$ cat src/rtl/huffman_pkg.sv
// Shared Huffman encoder definitions: datapath op codes, sequencer states and
// default sizing used by the queue, table builder and merge sequencer.
package huffman_pkg;

  localparam int NUM_SYMS = 6;
  localparam int FREQ_W   = 32;
  localparam int POS_W    = 8;
  localparam int TIMEOUT  = 64;

  typedef enum logic [1:0] {
    OP_INIT    = 2'd0,
    OP_MERGE   = 2'd1,
    OP_REORDER = 2'd2,
    OP_RSVD    = 2'd3
  } op_e;

  typedef enum logic [2:0] {
    ST_IDLE    = 3'd0,
    ST_CHK_CFG = 3'd1,
    ST_ISSUE   = 3'd2,
    ST_WAIT    = 3'd3,
    ST_NEXT    = 3'd4,
    ST_FETCH   = 3'd5,
    ST_FINISH  = 3'd6
  } state_e;

  // Two head frequencies summed one bit wider so the carry is visible.
  function automatic logic [FREQ_W:0] freq_sum(input logic [FREQ_W-1:0] a,
                                               input logic [FREQ_W-1:0] b);
    return {1'b0, a} + {1'b0, b};
  endfunction

endpackage

$ cat src/rtl/huffman_merge_sequencer_if.sv
// Op handshake and head-frequency bus between the merge sequencer (master)
// and the priority-queue datapath (slave).
interface huffman_merge_sequencer_if #(
  parameter int FREQ_W = huffman_pkg::FREQ_W
);
  logic              dp_op_valid;
  logic [1:0]        dp_op;
  logic              dp_op_ready;
  logic              dp_done;
  logic [FREQ_W-1:0] dp_min0_freq;
  logic [FREQ_W-1:0] dp_min1_freq;

  modport master (
    output dp_op_valid, dp_op,
    input  dp_op_ready, dp_done, dp_min0_freq, dp_min1_freq
  );

  modport slave (
    input  dp_op_valid, dp_op,
    output dp_op_ready, dp_done, dp_min0_freq, dp_min1_freq
  );
endinterface

$ cat src/rtl/huffman_op_watchdog.sv
// Cycle watchdog for an outstanding datapath op: cleared at op acceptance,
// counts while enabled and pulses timeout on the TIMEOUT-th enabled cycle.
module huffman_op_watchdog #(
  parameter int TIMEOUT = 64
) (
  input  logic clk,
  input  logic rst,
  input  logic clr,
  input  logic en,
  output logic timeout
);
  localparam int CNT_W = $clog2(TIMEOUT + 1);
  localparam logic [CNT_W-1:0] LAST = CNT_W'(TIMEOUT - 1);

  logic [CNT_W-1:0] count_q;
  logic [CNT_W-1:0] count_d;

  always_comb begin
    count_d = count_q;
    if (clr) begin
      count_d = '0;
    end else if (en && (count_q != LAST)) begin
      count_d = count_q + CNT_W'(1);
    end else begin
      count_d = count_q;
    end
  end

  assign timeout = en && !clr && (count_q == LAST);

  always_ff @(posedge clk) begin
    if (rst) begin
      count_q <= '0;
    end else begin
      count_q <= count_d;
    end
  end
endmodule

$ cat src/rtl/huffman_merge_sequencer.sv
// Control FSM sequencing INIT, (n-1) MERGE/REORDER pairs and root capture on
// the Huffman queue datapath, with config, overflow and timeout checking.
module huffman_merge_sequencer #(
  parameter int NUM_SYMS = huffman_pkg::NUM_SYMS,
  parameter int FREQ_W   = huffman_pkg::FREQ_W,
  parameter int POS_W    = huffman_pkg::POS_W,
  parameter int TIMEOUT  = huffman_pkg::TIMEOUT
) (
  input  logic                      clk,
  input  logic                      ctrl_reset,
  input  logic                      ctrl_start,
  input  logic [POS_W-1:0]          sym_count,
  huffman_merge_sequencer_if.master dp,
  output logic [FREQ_W-1:0]         merged_freq,
  output logic [POS_W-1:0]          merge_idx,
  output logic [FREQ_W-1:0]         root_freq,
  output logic                      busy,
  output logic                      done,
  output logic                      err_count,
  output logic                      err_ovf,
  output logic                      err_timeout
);
  import huffman_pkg::*;

  state_e             state_q,  state_d;
  op_e                op_q,     op_d;
  logic               start_prev_q;
  logic [POS_W-1:0]   sym_q,    sym_d;
  logic [POS_W-1:0]   idx_q,    idx_d;
  logic [FREQ_W-1:0]  merged_q, merged_d;
  logic [FREQ_W-1:0]  root_q,   root_d;
  logic               valid_q,  valid_d;
  logic               busy_q,   busy_d;
  logic               done_q,   done_d;
  logic               ecnt_q,   ecnt_d;
  logic               eovf_q,   eovf_d;
  logic               etmo_q,   etmo_d;

  logic               start_rise_s;
  logic               wd_clr_s;
  logic               wd_en_s;
  logic               wd_timeout_s;
  logic [FREQ_W:0]    sum_s;
  logic [POS_W-1:0]   idx_inc_s;

  assign start_rise_s = ctrl_start & ~start_prev_q;
  assign sum_s        = {1'b0, dp.dp_min0_freq} + {1'b0, dp.dp_min1_freq};
  assign idx_inc_s    = idx_q + POS_W'(1);

  huffman_op_watchdog #(.TIMEOUT(TIMEOUT)) u_watchdog (
    .clk     (clk),
    .rst     (ctrl_reset),
    .clr     (wd_clr_s),
    .en      (wd_en_s),
    .timeout (wd_timeout_s)
  );

  always_comb begin
    state_d  = state_q;
    op_d     = op_q;
    sym_d    = sym_q;
    idx_d    = idx_q;
    merged_d = merged_q;
    root_d   = root_q;
    ecnt_d   = ecnt_q;
    eovf_d   = eovf_q;
    etmo_d   = etmo_q;
    wd_clr_s = 1'b0;
    wd_en_s  = 1'b0;

    case (state_q)
      ST_IDLE: begin
        if (start_rise_s) begin
          sym_d   = sym_count;
          idx_d   = '0;
          ecnt_d  = 1'b0;
          eovf_d  = 1'b0;
          etmo_d  = 1'b0;
          state_d = ST_CHK_CFG;
        end else begin
          state_d = ST_IDLE;
        end
      end
      ST_CHK_CFG: begin
        if ((sym_q == '0) || (sym_q > POS_W'(NUM_SYMS))) begin
          ecnt_d  = 1'b1;
          root_d  = '0;
          state_d = ST_FINISH;
        end else begin
          op_d    = OP_INIT;
          state_d = ST_ISSUE;
        end
      end
      ST_ISSUE: begin
        // valid_q is always high here, so ready alone marks the transfer
        if (dp.dp_op_ready) begin
          wd_clr_s = 1'b1;
          state_d  = ST_WAIT;
        end else begin
          state_d  = ST_ISSUE;
        end
      end
      ST_WAIT: begin
        wd_en_s = 1'b1;
        if (dp.dp_done) begin
          state_d = ST_NEXT;
        end else if (wd_timeout_s) begin
          etmo_d  = 1'b1;
          state_d = ST_FINISH;
        end else begin
          state_d = ST_WAIT;
        end
      end
      ST_NEXT: begin
        case (op_q)
          OP_INIT: begin
            if (sym_q == POS_W'(1)) begin
              state_d = ST_FINISH;
            end else begin
              state_d = ST_FETCH;
            end
          end
          OP_MERGE: begin
            op_d    = OP_REORDER;
            state_d = ST_ISSUE;
          end
          OP_REORDER: begin
            idx_d = idx_inc_s;
            if (idx_inc_s == (sym_q - POS_W'(1))) begin
              state_d = ST_FINISH;
            end else begin
              state_d = ST_FETCH;
            end
          end
          default: begin
            state_d = ST_FINISH;
          end
        endcase
      end
      ST_FETCH: begin
        // a carry is flagged but the truncated weight keeps the build going
        merged_d = sum_s[FREQ_W-1:0];
        if (sum_s[FREQ_W]) begin
          eovf_d = 1'b1;
        end else begin
          eovf_d = eovf_q;
        end
        op_d    = OP_MERGE;
        state_d = ST_ISSUE;
      end
      ST_FINISH: begin
        if (!(ecnt_q || eovf_q || etmo_q)) begin
          root_d = dp.dp_min0_freq;
        end else begin
          root_d = root_q;
        end
        state_d = ST_IDLE;
      end
      default: begin
        state_d = ST_IDLE;
      end
    endcase

    valid_d = (state_d == ST_ISSUE);
    busy_d  = (state_d != ST_IDLE);
    done_d  = (state_q == ST_FINISH);
  end

  always_ff @(posedge clk) begin
    if (ctrl_reset) begin
      state_q      <= ST_IDLE;
      op_q         <= OP_INIT;
      start_prev_q <= 1'b0;
      sym_q        <= '0;
      idx_q        <= '0;
      merged_q     <= '0;
      root_q       <= '0;
      valid_q      <= 1'b0;
      busy_q       <= 1'b0;
      done_q       <= 1'b0;
      ecnt_q       <= 1'b0;
      eovf_q       <= 1'b0;
      etmo_q       <= 1'b0;
    end else begin
      state_q      <= state_d;
      op_q         <= op_d;
      start_prev_q <= ctrl_start;
      sym_q        <= sym_d;
      idx_q        <= idx_d;
      merged_q     <= merged_d;
      root_q       <= root_d;
      valid_q      <= valid_d;
      busy_q       <= busy_d;
      done_q       <= done_d;
      ecnt_q       <= ecnt_d;
      eovf_q       <= eovf_d;
      etmo_q       <= etmo_d;
    end
  end

  assign dp.dp_op_valid = valid_q;
  assign dp.dp_op       = op_q;
  assign merged_freq    = merged_q;
  assign merge_idx      = idx_q;
  assign root_freq      = root_q;
  assign busy           = busy_q;
  assign done           = done_q;
  assign err_count      = ecnt_q;
  assign err_ovf        = eovf_q;
  assign err_timeout    = etmo_q;
endmodule

$ cat src/flat_wrapper.sv
// flat-port wrapper written by rule: the top's interface ports become plain ports
module huffman_merge_sequencer_flat import huffman_pkg::*;
#(
  parameter int NUM_SYMS = huffman_pkg::NUM_SYMS,
  parameter int FREQ_W   = huffman_pkg::FREQ_W,
  parameter int POS_W    = huffman_pkg::POS_W,
  parameter int TIMEOUT  = huffman_pkg::TIMEOUT
)
  (clk, ctrl_reset, ctrl_start, sym_count, merged_freq, merge_idx, root_freq, busy, done, err_count, err_ovf, err_timeout, dp_dp_op_valid, dp_dp_op, dp_dp_op_ready, dp_dp_done, dp_dp_min0_freq, dp_dp_min1_freq);
  huffman_merge_sequencer_if #(.FREQ_W(FREQ_W)) dp_i ();
  input  logic clk;
  input  logic ctrl_reset;
  input  logic ctrl_start;
  input  logic [POS_W-1:0] sym_count;
  output logic [FREQ_W-1:0] merged_freq;
  output logic [POS_W-1:0] merge_idx;
  output logic [FREQ_W-1:0] root_freq;
  output logic busy;
  output logic done;
  output logic err_count;
  output logic err_ovf;
  output logic err_timeout;
  output wire logic [$bits(dp_i.dp_op_valid)-1:0] dp_dp_op_valid;
  output wire logic [$bits(dp_i.dp_op)-1:0] dp_dp_op;
  input wire logic [$bits(dp_i.dp_op_ready)-1:0] dp_dp_op_ready;
  input wire logic [$bits(dp_i.dp_done)-1:0] dp_dp_done;
  input wire logic [$bits(dp_i.dp_min0_freq)-1:0] dp_dp_min0_freq;
  input wire logic [$bits(dp_i.dp_min1_freq)-1:0] dp_dp_min1_freq;
  assign dp_dp_op_valid = dp_i.dp_op_valid;
  assign dp_dp_op = dp_i.dp_op;
  assign dp_i.dp_op_ready = dp_dp_op_ready;
  assign dp_i.dp_done = dp_dp_done;
  assign dp_i.dp_min0_freq = dp_dp_min0_freq;
  assign dp_i.dp_min1_freq = dp_dp_min1_freq;
  huffman_merge_sequencer #(.NUM_SYMS(NUM_SYMS), .FREQ_W(FREQ_W), .POS_W(POS_W), .TIMEOUT(TIMEOUT)) u_core (.clk(clk), .ctrl_reset(ctrl_reset), .ctrl_start(ctrl_start), .sym_count(sym_count), .dp(dp_i), .merged_freq(merged_freq), .merge_idx(merge_idx), .root_freq(root_freq), .busy(busy), .done(done), .err_count(err_count), .err_ovf(err_ovf), .err_timeout(err_timeout));
endmodule
$ cat config.mk
export PLATFORM = sky130hd
export DESIGN_NAME = huffman_merge_sequencer_flat
export DESIGN_NICKNAME = d
export VERILOG_FILES = /design/src/rtl/huffman_pkg.sv /design/src/rtl/huffman_merge_sequencer_if.sv /design/src/rtl/huffman_op_watchdog.sv /design/src/rtl/huffman_merge_sequencer.sv /design/src/flat_wrapper.sv
export SDC_FILE = /design/constraint.sdc
export NUM_CORES = 1
export LEC_CHECK = 0
export CELL_PAD_IN_SITES_DETAIL_PLACEMENT = 0
export CELL_PAD_IN_SITES_GLOBAL_PLACEMENT = 1
export CORE_MARGIN = 3
export CORE_UTILIZATION = 32
export CTS_CLUSTER_DIAMETER = 200
export DETAILED_ROUTE_END_ITERATION = 12
export PLACE_DENSITY = 0.9
export SLEW_MARGIN = 10
export SYNTH_ARGS = -nofsm -noshare
export SYNTH_HDL_FRONTEND = slang
export SYNTH_SLANG_ARGS = --single-unit
$ cat constraint.sdc
create_clock -name clk -period 2.8 [get_ports clk]
set_input_delay 0.56 -clock clk [delete_from_list [all_inputs] [get_ports clk]]
set_output_delay 0.56 -clock clk [all_outputs]
set_load 0.03 [all_outputs]
# [Yosys cells after proc, flatten, opt, wreduce, memory -nomap -nowiden]
# Cells that the tools add are included.
[word_totals] register_bits=99 out_inout_bits=80
[classes] magnitude_cmp=1 addsub=4 bitwise_logic=2 n_mux=29 eq_ne=22 reduce_logical=25
[ops] op="32-bit 2-to-1 mux" count=2
[ops] op="32-bit one-hot mux with 2 select lines" count=1
[ops] op="32-bit by 32-bit adder with 33-bit output" count=1
[ops] op="3-bit one-hot mux with 6 select lines" count=1
[ops] op="8-bit 2-to-1 mux" count=2
[ops] op="8-bit one-hot mux with 2 select lines" count=1
[ops] op="3-bit AND reduction" count=5
[ops] op="1-bit 2-to-1 mux" count=10
[ops] op="2-bit inequality test, second input constant" count=5
[ops] op="2-bit nonzero test" count=5
[ops] op="3-bit by 2-bit == test with 1-bit output, second input constant" count=3
[ops] op="3-bit == test, second input constant" count=3
[ops] op="3-bit 2-to-1 mux" count=3
[ops] op="3-bit one-hot mux with 3 select lines" count=1
[ops] op="8-bit by 1-bit adder with 8-bit output, second input constant" count=1
[ops] op="8-bit by 1-bit == test with 1-bit output, second input constant" count=1
[ops] op="8-bit == test" count=1
[ops] op="8-bit by 3-bit greater-than comparator with 1-bit output, second input constant" count=1
[ops] op="8-bit logical NOT" count=1
[ops] op="2-bit 2-to-1 mux" count=4
[ops] op="2-bit by 1-bit inequality test with 1-bit output, second input constant" count=4
[ops] op="8-bit by 1-bit subtractor with 8-bit output, second input constant" count=1
[ops] op="7-bit by 1-bit adder with 7-bit output, second input constant" count=1
[ops] op="7-bit by 6-bit == test with 1-bit output, second input constant" count=1
[ops] op="other kinds (17)" count=24

# [Longest topological paths before layout]
[depth] word_depth=9 ltp_mapped=11 mapped_depth_nobuf=11

# [By module]
# From an unflattened synthesis, not the netlist that was laid out.
[hier_totals] cells_unflattened=731 area_unflattened_um2=5801.8
[by_module_without_submodules] module="huffman_merge_sequencer" instances=1 seq_area_each_um2=1841.8 cells_per_inst=694 area_each_um2=5439.0
[by_module_without_submodules] module="huffman_op_watchdog" instances=1 seq_area_each_um2=140.1 cells_per_inst=37 area_each_um2=362.8

# [Worst setup path after synthesis]
# Ideal clock, no wire load.
[synth_path] kind="in2reg" startpoint="in dp_dp_min1_freq[0]" endpoint="reg u_core.merged_q[24] (netlist: u_core.merged_freq[24])" path_slack_ns=0.045 setup_time_ns=0.132 required_ns=2.668 path_stages=11 t_arrival_ns=2.623 path_cell_list="ha_1 > inv_1 > fa_1 > nand2b_1 > a21oi_1 > o211ai_1 > a2111oi_0 > o211ai_1 > a21oi_1 > nand3b_1 > a21oi_1"
[synth_between] elab_chain_cells=1
[synth_lines] element="from (decl)" line_no="flat_wrapper.sv:28" text="input wire logic [$bits(dp_i.dp_min1_freq)-1:0] dp_dp_min1_freq;"
[synth_lines] element="32-bit by 32-bit adder with 33-bit output" line_no="huffman_merge_sequencer.sv:47" text="assign sum_s = {1'b0, dp.dp_min0_freq} + {1'b0, dp.dp_min1_freq};"
[synth_lines] element="to (signal assigned)" line_no="huffman_merge_sequencer.sv:190" text="merged_q <= merged_d;"
[synth_lines] element="to (decl)" line_no="huffman_merge_sequencer.sv:30" text="logic [FREQ_W-1:0] merged_q, merged_d;"
# Every way passes these cells.
# A chain may end at the register's enable or synchronous reset.

# [Worst setup path in the final report]
[layout_path] startpoint="in dp_dp_min0_freq[6]" endpoint="reg u_core.merged_q[29] (netlist: u_core.merged_freq[29])"
[layout_between] elab_chain_cells=1
[layout_lines] element="from (decl)" line_no="flat_wrapper.sv:27" text="input wire logic [$bits(dp_i.dp_min0_freq)-1:0] dp_dp_min0_freq;"
[layout_lines] element="32-bit by 32-bit adder with 33-bit output" line_no="huffman_merge_sequencer.sv:47"
# Every way passes these cells.

==> flow_metrics.env <==
export IMPL_status="finished clean"
export IMPL_required_ps=3050
export IMPL_finalWeightedCongestion=0.8948
export IMPL_viasPerCell=5.107
export IMPL_finalCritPeriodShare_pct=96.21
export IMPL_ant_nets=0
export IMPL_ir_drop_v=0.0003661
export IMPL_num_vias=6149
export IMPL_drive_above_1_share_pct=15.42
export IMPL_grtUsageTotal_pct=18.16
export IMPL_synth_area_per_cell_um2=7.746
export IMPL_holdWs_ps=454.0
export IMPL_crit_type="input port to register"
export IMPL_hold_viol_final=0
export IMPL_fmax_ghz=0.3712
export IMPL_p_per_area_nw_per_um2=593.4
export IMPL_start_util_pct=33.08
export IMPL_tightest_slew_ps=737.1
export IMPL_rows=48
export IMPL_reg2reg_depth=9
export IMPL_min_delay_start="u_core.merged_freq[18]"
export IMPL_detail_route_wl_per_cell_um=15.23
export IMPL_crit_arrival_ps=2950
export IMPL_drt_pass1_iter_count=6
export IMPL_die_w_um=140.7
export IMPL_dp_hpwl_mm=13.86
export IMPL_min_path_cells=2
export IMPL_antenna_found_initial=0
export IMPL_grt_overflow=0
export IMPL_die_h_um=140.7
export IMPL_tns_ps=0
export IMPL_synth_flop_cell="dfxtp_1"
export IMPL_relSlewSlack_pct=50.86
export IMPL_diodes=0
export IMPL_synth_warnings=0
export IMPL_r2r_setup_slack_ps=350
export IMPL_hold_buffers=0
export IMPL_netlist_instances=749
export IMPL_yosysUniqueCellTypes=62
export IMPL_whs_endpoint="u_core.merged_freq[18]"
export IMPL_pre_cts_ws_ps=-698.4
export IMPL_clk_pin_slew_ps=80
export IMPL_synth_seq_cells=99
export IMPL_dieArea_um2=19780
export IMPL_fin_skew_ps=7.666
export IMPL_power_mw=5.112
export IMPL_drtIter0Drc=355
export IMPL_root_buffer="clkbuf_16"
export IMPL_ioPinCount=157
export IMPL_async_flop_share_pct=0
export IMPL_routed_wl_mm=18.34
export IMPL_port_buffers=156
export IMPL_finalSetupViolCount=0
export IMPL_syn_cell_area_um2=5802
export IMPL_synth_seq_area_share_pct=34.16
export IMPL_finish_net_count=1089
export IMPL_core_area_um2=17540
export IMPL_path_max_fanout=6
export IMPL_final_fill_count=1720
export IMPL_cts_buffers=9
export IMPL_area_growth_pct=48.50
export IMPL_syn_num_nets=864
export IMPL_htreeDepth=3
export IMPL_fin_ws_ps=106.1
export IMPL_cts_sinks=99
export IMPL_r2r_end="u_core.busy"
export IMPL_end_kind="register"
export IMPL_drcViolationCount=0
export IMPL_grt_pass1_vias=6019
export IMPL_clockBufferDepth=2
export IMPL_grt_pass1_wl_mm=29.44
export IMPL_start_kind="input port"
export IMPL_finalMaxSlewViolations=0
export IMPL_synth_edff_count=0
export IMPL_min_period_ps=2694
export IMPL_grt_start_max_net_pins=41
export IMPL_min_path_type="register to register"
export IMPL_clock_latency_ps=360
export IMPL_maxCapViolCount=0
export IMPL_cts_tree="yes"
export IMPL_reg2reg_from="u_core.merge_idx[0]"
export IMPL_p_leak_nw=3.316
[cell usage after synthesis, types with 3 or more instances]
cell | count | share of area (%)
a211oi_1 | 7 | 0.91
a21o_1 | 12 | 1.6
a21oi_1 | 106 | 9.1
a22oi_1 | 4 | 0.52
a311o_1 | 3 | 0.52
a31oi_1 | 7 | 0.75
and2_1 | 4 | 0.43
and3_1 | 5 | 0.54
buf_2 | 4 | 0.35
buf_6 | 3 | 0.58
clkbuf_1 | 25 | 1.6
dfxtp_1 | 99 | 34
ha_1 | 37 | 8.0
inv_1 | 18 | 1.2
nand2_1 | 122 | 7.9
nand2b_1 | 7 | 0.75
nand3_1 | 27 | 2.3
nand3b_1 | 5 | 0.65
nand4_1 | 8 | 0.86
nor2_1 | 78 | 5.0
nor2b_1 | 6 | 0.65
nor3_1 | 19 | 1.6
nor3b_1 | 3 | 0.39
nor4_1 | 6 | 0.65
o211ai_1 | 6 | 0.78
o21a_1 | 9 | 1.2
o21ai_0 | 27 | 2.3
o21bai_1 | 4 | 0.52
o311ai_0 | 4 | 0.60
o31ai_1 | 4 | 0.52
or2_2 | 3 | 0.32
or3_1 | 4 | 0.43
or4_1 | 3 | 0.39
xnor2_1 | 22 | 3.3
xor2_1 | 12 | 1.8
[metrics by stage]
| step | instances | area, um2 | utilization [%] |
|---|---|---|---|
| after floorplan | 749 | 5802 | - |
| after CTS | 1201 | 8516 | 48.56 |
| after global routing | 1204 | 8616 | 49.13 |
| after detailed placement | 1183 | 8133 | 46.38 |
| final | 1204 | 8616 | 49.13 |
| after global placement | 1183 | 8133 | 46.38 |
[cell families (layout without fill, tap and decap cells)]
| logic type | count (synthesis) | in the layout | share of synthesized area (%) |
|---|---|---|---|
| fa+ha+maj | 38 | 38 | 8.324 |
| compound gates | 217 | 217 | 23.89 |
| simple gates | 308 | 308 | 24.30 |
| xor+xnor | 34 | 34 | 5.133 |
| buf+inv | 51 | 281 | 3.839 |
| mux | 2 | 2 | 0.3451 |
| flops | 99 | 99 | 34.16 |
[report_power, final]
part           total (mW)  internal (mW)  switching (mW)
clock                1.40          0.790           0.605
sequential           1.74           1.59           0.142
combinational        1.98          0.878            1.10
total                5.11           3.26            1.85
[sequential cells by signal, indices dropped and copies added (netlist names)]
name,flops
u_core.err_timeout,1
u_core.start_prev_q,1
u_core.dp.dp_op,2
u_core.sym_q,8
u_core.state_q,3
u_core.busy,1
u_core.merge_idx,8
u_core.u_watchdog.count_q,7
u_core.err_count,1
u_core.dp.dp_op_valid,1
u_core.err_ovf,1
u_core.merged_freq,32
u_core.done,1
u_core.root_freq,32
[worst max-delay path: stages]
cell	delay (ps)
clkdlybuf4s50_1	440
ha_1	320
a211o_1	320
o22a_1	250
o31ai_4	90
o31ai_4	110
a31oi_4	270
o211ai_1	130
and3_1	160
a311o_1	300
[layer usage]
metal	GRT usage, %	wire, um
met5	0	0
met4	4.946	267
met1	22.82	8263
met2	30.95	8790
met3	4.613	1018
[placed cells by master (no fill, tap or decap), types with 5 or more instances in the layout]
master           netlist  routed
a211oi_1               7       5
a21o_1                12      12
a21oi_1              106     104
a31oi_1                7       7
buf_4                  1      91
clkbuf_16              0       9
clkdlybuf4s50_1        0     150
dfxtp_1               99      99
ha_1                  37      34
inv_1                 18      16
nand2_1              122     122
nand2b_1               7       6
nand3_1               27      27
nand3b_1               5       5
nand4_1                8       8
nor2_1                78      74
nor2b_1                6       6
nor3_1                19      18
nor4_1                 6       6
o211ai_1               6       6
o21a_1                 9       9
o21ai_0               27      24
xnor2_1               22      22
xor2_1                12      12
[layout make-up]
type | count | area (um2) | share of cell area (%)
clock inverters | 7 | 102.6 | 1.191
flip-flops and latches | 99 | 1982 | 23.00
repair buffers | 247 | 2241 | 26.01
inverters | 18 | 67.56 | 0.7842
clock buffers | 9 | 225.2 | 2.614
well taps | 225 | 281.5 | 3.268
multi-input cells | 599 | 3716 | 43.13
[worst max-delay path by stage]
stage	start	endpoint	slack (ps)
floorplan	dp_dp_min1_freq[0]	u_core.merged_freq[24]	40
global placement	dp_dp_min0_freq[0]	u_core.merged_freq[24]	-640
detailed placement	dp_dp_min0_freq[0]	u_core.merged_freq[24]	-700
CTS	dp_dp_min0_freq[2]	u_core.merged_freq[31]	-3
global route	dp_dp_min0_freq[9]	u_core.merged_freq[24]	-2
finish	dp_dp_min0_freq[6]	u_core.merged_freq[29]	110
[timing repair]
| action | in CTS | in global routing |
|---|---|---|
| setup buffers | 2 | 3 |
| endpoints found under the hold margin | 0 | 0 |
| pin swaps | 11 | 17 |
| gates cloned | 0 | 0 |
| gates resized for setup | 15 | 21 |
| setup endpoints to repair | 15 | 17 |
No activity file was read; power rests on OpenSTA's default activity.
